### src/rtl/ad7606_emulator.sv
// AD7606 responder for loopback self-test: answers CONVST with an OS-scaled BUSY
// pulse and serves {channel, frame} pattern words on CS_n/RD_n strobes.
`timescale 1ns/1ps
module ad7606_emulator #(
    parameter int unsigned NUM_CH    = 8,
    parameter int unsigned BUSY_BASE = 200
) (
    input  logic        sys_clk,
    input  logic        rst_n,
    input  logic        adc_reset,
    input  logic        adc_convst_a,
    input  logic        adc_convst_b,
    input  logic [2:0]  adc_os,
    input  logic        adc_range,
    input  logic        adc_cs_n,
    input  logic        adc_rd_n,
    output logic        adc_busy,
    output logic [15:0] adc_data,
    output logic        adc_frstdata
);

    localparam int unsigned DATA_W  = 16;
    localparam int unsigned CH_W    = $clog2(NUM_CH);
    localparam int unsigned FRAME_W = DATA_W - CH_W;
    localparam int unsigned CNT_W   = 16;

    typedef enum logic {
        S_IDLE,
        S_CONV
    } state_t;

    state_t               r_state;
    logic                 r_convst_a_q;
    logic                 r_convst_b_q;
    logic                 r_rd_n_q;
    logic [CNT_W-1:0]     r_busy_cnt;
    logic [FRAME_W-1:0]   r_frame;
    logic [CH_W-1:0]      r_ch_idx;
    logic                 r_busy;
    logic [DATA_W-1:0]    r_data;
    logic                 r_frstdata;

    logic                 w_conv_rise;
    logic                 w_rd_fall;
    logic                 w_rd_rise;
    logic                 w_eoc;
    logic [2:0]           w_os_eff;
    logic [CNT_W-1:0]     w_busy_load;
    logic [CH_W-1:0]      w_ch_next;
    logic                 w_unused_range;

    // Range select only changes the analog front end of a real part.
    assign w_unused_range = adc_range;

    assign w_conv_rise = (adc_convst_a & adc_convst_b) & ~(r_convst_a_q & r_convst_b_q);
    assign w_rd_fall   = ~adc_rd_n &  r_rd_n_q & ~adc_cs_n;
    assign w_rd_rise   =  adc_rd_n & ~r_rd_n_q & ~adc_cs_n;
    assign w_eoc       = (r_state == S_CONV) && (r_busy_cnt == '0);
    assign w_os_eff    = (adc_os == 3'd7) ? 3'd0 : adc_os;
    assign w_busy_load = (CNT_W'(BUSY_BASE) << w_os_eff) - CNT_W'(1);
    assign w_ch_next   = (r_ch_idx == CH_W'(NUM_CH - 1)) ? '0 : r_ch_idx + CH_W'(1);

    always_ff @(posedge sys_clk or negedge rst_n) begin
        if (!rst_n) begin
            r_state      <= S_IDLE;
            r_convst_a_q <= 1'b0;
            r_convst_b_q <= 1'b0;
            r_rd_n_q     <= 1'b0;
            r_busy_cnt   <= '0;
            r_frame      <= '0;
            r_ch_idx     <= '0;
            r_busy       <= 1'b0;
            r_data       <= '0;
            r_frstdata   <= 1'b0;
        end else begin
            r_convst_a_q <= adc_convst_a;
            r_convst_b_q <= adc_convst_b;
            r_rd_n_q     <= adc_rd_n;
            if (adc_reset) begin
                r_state    <= S_IDLE;
                r_busy_cnt <= '0;
                r_frame    <= '0;
                r_ch_idx   <= '0;
                r_busy     <= 1'b0;
                r_data     <= '0;
                r_frstdata <= 1'b0;
            end else begin
                case (r_state)
                    S_IDLE: begin
                        if (w_conv_rise) begin
                            r_state    <= S_CONV;
                            r_busy     <= 1'b1;
                            r_busy_cnt <= w_busy_load;
                        end
                    end
                    S_CONV: begin
                        if (r_busy_cnt == '0) begin
                            r_state <= S_IDLE;
                            r_busy  <= 1'b0;
                            r_frame <= r_frame + FRAME_W'(1);
                        end else begin
                            r_busy_cnt <= r_busy_cnt - CNT_W'(1);
                        end
                    end
                endcase

                // End of conversion restarts the frame even over a concurrent read.
                if (w_eoc) begin
                    r_ch_idx <= '0;
                end else if (w_rd_rise) begin
                    r_ch_idx <= w_ch_next;
                end

                if (adc_cs_n) begin
                    r_data     <= '0;
                    r_frstdata <= 1'b0;
                end else if (w_rd_fall) begin
                    r_data     <= {r_ch_idx, r_frame};
                    r_frstdata <= (r_ch_idx == '0);
                end
            end
        end
    end

    assign adc_busy     = r_busy;
    assign adc_data     = r_data;
    assign adc_frstdata = r_frstdata;

endmodule

### config.mk
export PLATFORM = sky130hd
export DESIGN_NAME = ad7606_emulator
export DESIGN_NICKNAME = d
export VERILOG_FILES = /design/src/rtl/ad7606_emulator.sv
export SDC_FILE = /design/constraint.sdc
export NUM_CORES = 1
export LEC_CHECK = 0
export ABC_AREA = 1
export BUFFER_PORTS_ARGS = -buffer_cell sky130_fd_sc_hd__buf_2
export CORE_MARGIN = 2
export CORE_UTILIZATION = 64
export DETAILED_ROUTE_END_ITERATION = 10
export GPL_ROUTABILITY_DRIVEN = 0
export PLACE_DENSITY = 0.87
export SKIP_CTS_REPAIR_TIMING = 1
export SLEW_MARGIN = 20
export SYNTH_ARGS = -nofsm -noshare
export SYNTH_HDL_FRONTEND = slang
export SYNTH_SLANG_ARGS = --single-unit
export TNS_END_PERCENT = 100
### constraint.sdc
create_clock -name sys_clk -period 4.2 [get_ports sys_clk]
set_input_delay 0 -clock sys_clk [delete_from_list [all_inputs] [get_ports sys_clk]]
set_output_delay 0 -clock sys_clk [all_outputs]
set_load 0.01 [all_outputs]
==> run_results.csv <==
group,metric,value,unit
run_status,run_status,"complete, no violations",
sta,max_slew.worst_pin.slew,870,ps
sta,timing.setup.tns,0,ps
clock_tree,clock_sink_count,54,
routing,routed_via_density,5.65,
layout,final_instance_area,3490,um^2
routing,routed_wirelength,7.07,mm
setup_path,timing.rr.start,"r_state",
setup_path,critPathMaxFanout,23,
yosys,synthDistinctLibCells,41,
clock_tree,cts_tree,"done",
layout,nNetsFinal,455,
global_route,grt_start_max_net_pins,55,
setup_path,critPathBufInv,2,
setup_path,regToRegSetupSlack,1700,ps
yosys,asyncSetResetFlopFracSynth,100,%
setup_path,worstPathArrival,2730,ps
worst_hold_path,hold-path-cell-count,4,
clock_tree,cts_max_level,2,
power_and_ir_drop,pwr_density_cell,314,nW/um^2
clock_tree,cts_made_buffers,5,
yosys,synth_area,3190,um^2
setup_path,worst_r2r_path_depth,6,
sta,rel_slew_slack,42.0,%
routing,drt_first_pass_iters,5,
setup_path,worstReg2RegEnd,"r_busy_cnt[8]",
yosys,synth_sequential_area_ratio,42.4,%
layout,p_r_area_growth_vs_syn,9.50,%
sta,post-route-min-period,2500,ps
yosys,yosys_warnings,0,
layout,fraction_of_layout_instances_using_a_drive_strength_above_1,16.2,%
yosys,synth-edff-count,0,
clock_tree,clock_insertion_delay_worst_skew,310,ps
routing,routed_wire_length_per_instance,14.0,um
floorplanning,io-pin-count,29,
yosys,synth_ff_type,"sky130_fd_sc_hd__dfrtp_1",
sta,layout_worst_path_cycle_share,59.4,%
worst_hold_path,hold_path_startpoint,"adc_cs_n",
floorplanning,core_region_area,4750,um^2
floorplanning,initial_core_util,67.0,%
setup_path,critical-path-top-delay-family,"flip-flops",
global_route,vias_in_the_first_global_route,2732,
clock_tree,clk_pin_slew,110,ps
clock_tree,root_driver,"sky130_fd_sc_hd__clkbuf_8",
setup_path,critical_path.endpoint_type,"flop",
sta,fin_skew,13.2,ps
global_route,global_route.usage.total,27.4,%
sta,max_freq,0.401,GHz
place,place.port_buffers,27,
sta,final_hold_viol_count,0,
job,timing.max_cap.violations,0,
clock_tree,cts-root-to-sink-buffers,2,
layout,filler_cell_count,399,
routing,drt-initial-drc-count,234,
setup_path,timing.critical_path.cells,"inv_2 -> nor2_1 -> nand3_1 -> o21ai_2 -> inv_1 -> o21ai_0",
yosys,syn_avg_cell_area,7.85,um^2
routing,drt.antenna.violating_nets,0,
sta,rsz0062_at_grt,"no",
worst_hold_path,timing.hold.worst_endpoint,"r_ch_idx[0]",
worst_hold_path,hold_path.class,"in -> reg",
setup_path,crit_type,"reg -> reg",
floorplanning,rows,25,
setup_path,cp-start-kind,"flop",
place,place.detailed.hpwl,5.05,mm
routing,vias,2847,
place,place_ws,1800,ps
routing,detail_route.drc_violations,0,
global_route,grt-ovfl-total,0,
floorplanning,fp.dieW,74.6,um
power_and_ir_drop,power_leakage,1.80,nW
setup_path,worst_ep_required_time,4440,ps
floorplanning,die-height,74.6,um
place,placed_cell_area,3360,um^2
sta,whs,12.6,ps
layout,finish.utilization,73.4,%
yosys,mappedNetlistNets,425,
global_route,antenna_found_initial,0,
layout,n_antenna_cell,0,
floorplanning,die_area,5560,um^2
setup_path,critical-path-slowest-cell,"sky130_fd_sc_hd__dfrtp_1",
power_and_ir_drop,design_power_total,1.10,mW
sta,slew_violations,0,
global_route,grt_pass1_wl,11.8,mm
sta,layout_setup_ws,1700,ps
yosys,synthesis_stage_register_bit_count,54,
sta,report.final.setup_viol,0,
place,placedCellCount,492,
setup_path,critical_path.max_stage_delay,920,ps
layout,stdcell_count,504,
yosys,synth_cells,406,
power_and_ir_drop,vdd_drop_max,0.000212,V
[power by group]
| group | switching, mW | leakage (nW) | internal (mW) |
|---|---|---|---|
| Clock | 0.178 | 0.0483 | 0.118 |
| Combinational | 0.159 | 1.02 | 0.0736 |
| Sequential | 0.0251 | 0.735 | 0.542 |
| Total | 0.362 | 1.80 | 0.734 |
[per-layer routing]
metal  wire [um]  up-vias  GRT usage [%]
met5           0        -              0
met4         151        0           10.9
met3         280       18           4.61
met2        3590       75           47.4
met1        3050     1358           34.2
li1            -     1396              -
[registers in the layout, summed over array words and instances (netlist names)]
register,flops
r_convst_a_q,1
r_busy_cnt,16
adc_data,16
r_state,1
r_rd_n_q,1
r_convst_b_q,1
r_frame,13
adc_frstdata,1
adc_busy,1
r_ch_idx,3
[cells in the mapped netlist, types with 3 or more instances]
library cell | number | area (um^2)
sky130_fd_sc_hd__a21oi_1 | 4 | 20.0
sky130_fd_sc_hd__clkbuf_1 | 4 | 15.0
sky130_fd_sc_hd__dfrtp_1 | 54 | 1350
sky130_fd_sc_hd__ha_1 | 8 | 100
sky130_fd_sc_hd__inv_1 | 62 | 233
sky130_fd_sc_hd__inv_2 | 5 | 18.8
sky130_fd_sc_hd__nand2_1 | 95 | 357
sky130_fd_sc_hd__nand2_2 | 3 | 18.8
sky130_fd_sc_hd__nand3_1 | 34 | 170
sky130_fd_sc_hd__nand3_2 | 5 | 50.1
sky130_fd_sc_hd__nand4_1 | 21 | 131
sky130_fd_sc_hd__nor2_1 | 24 | 90.1
sky130_fd_sc_hd__nor2_2 | 4 | 25.0
sky130_fd_sc_hd__nor3_1 | 6 | 30.0
sky130_fd_sc_hd__o21ai_0 | 21 | 105
sky130_fd_sc_hd__o21ai_1 | 8 | 40.0
sky130_fd_sc_hd__o22ai_1 | 17 | 106
[logic make-up after synthesis]
logic type / synth area share (%)
fa+ha+maj: 3.14
compound gates: 12.2
buf+inv: 9.85
xor+xnor: 0.550
simple gates: 31.8
flops: 42.4
[final cells by class]
class / instances / area [um^2] / share of cell area (%)
Clock inverter: 3 / 18.8 / 0.538
Timing Repair Buffer: 33 / 190 / 5.45
Sequential cell: 54 / 1350 / 38.7
Tap cell: 67 / 83.8 / 2.40
Inverter: 67 / 251 / 7.21
Clock buffer: 5 / 68.8 / 1.97
Multi-Input combinational cell: 275 / 1530 / 43.7
[worst min-delay path: stages]
cell	delay, ps
sky130_fd_sc_hd__buf_2	90
sky130_fd_sc_hd__nor3_1	80
sky130_fd_sc_hd__nand2_1	60
sky130_fd_sc_hd__a21oi_1	60
[how the worst max path moves through the flow]
stage,startpoint,cells after the start,endpoint
global route,r_state,6,r_busy_cnt[0]
floorplan,r_state,11,r_busy_cnt[10]
global placement,r_state,6,r_busy_cnt[0]
detailed placement,r_state,6,r_busy_cnt[0]
finish,r_state,6,r_busy_cnt[8]
CTS,r_state,6,r_busy_cnt[0]
[cell usage in the layout, fill, tap and decap left out, drive strengths merged]
cell type	Yosys	layout
nor3	8	8
o21ai	30	30
o21a	1	1
or2	1	1
o22ai	17	17
nand3b	1	1
nand4	22	22
dfrtp	54	54
nor4	1	1
o2111ai	1	1
nand2	100	100
nand3	40	40
inv	67	68
o31ai	1	1
a31oi	1	1
ha	8	8
clkbuf	4	5
a21boi	4	4
dlygate4sd3	0	4
a21oi	5	5
and2	1	1
o21bai	1	1
xor2	1	1
buf	6	29
clkinv	0	2
xnor2	1	1
nor2	30	30
No activity file was read; power rests on OpenSTA's default activity.
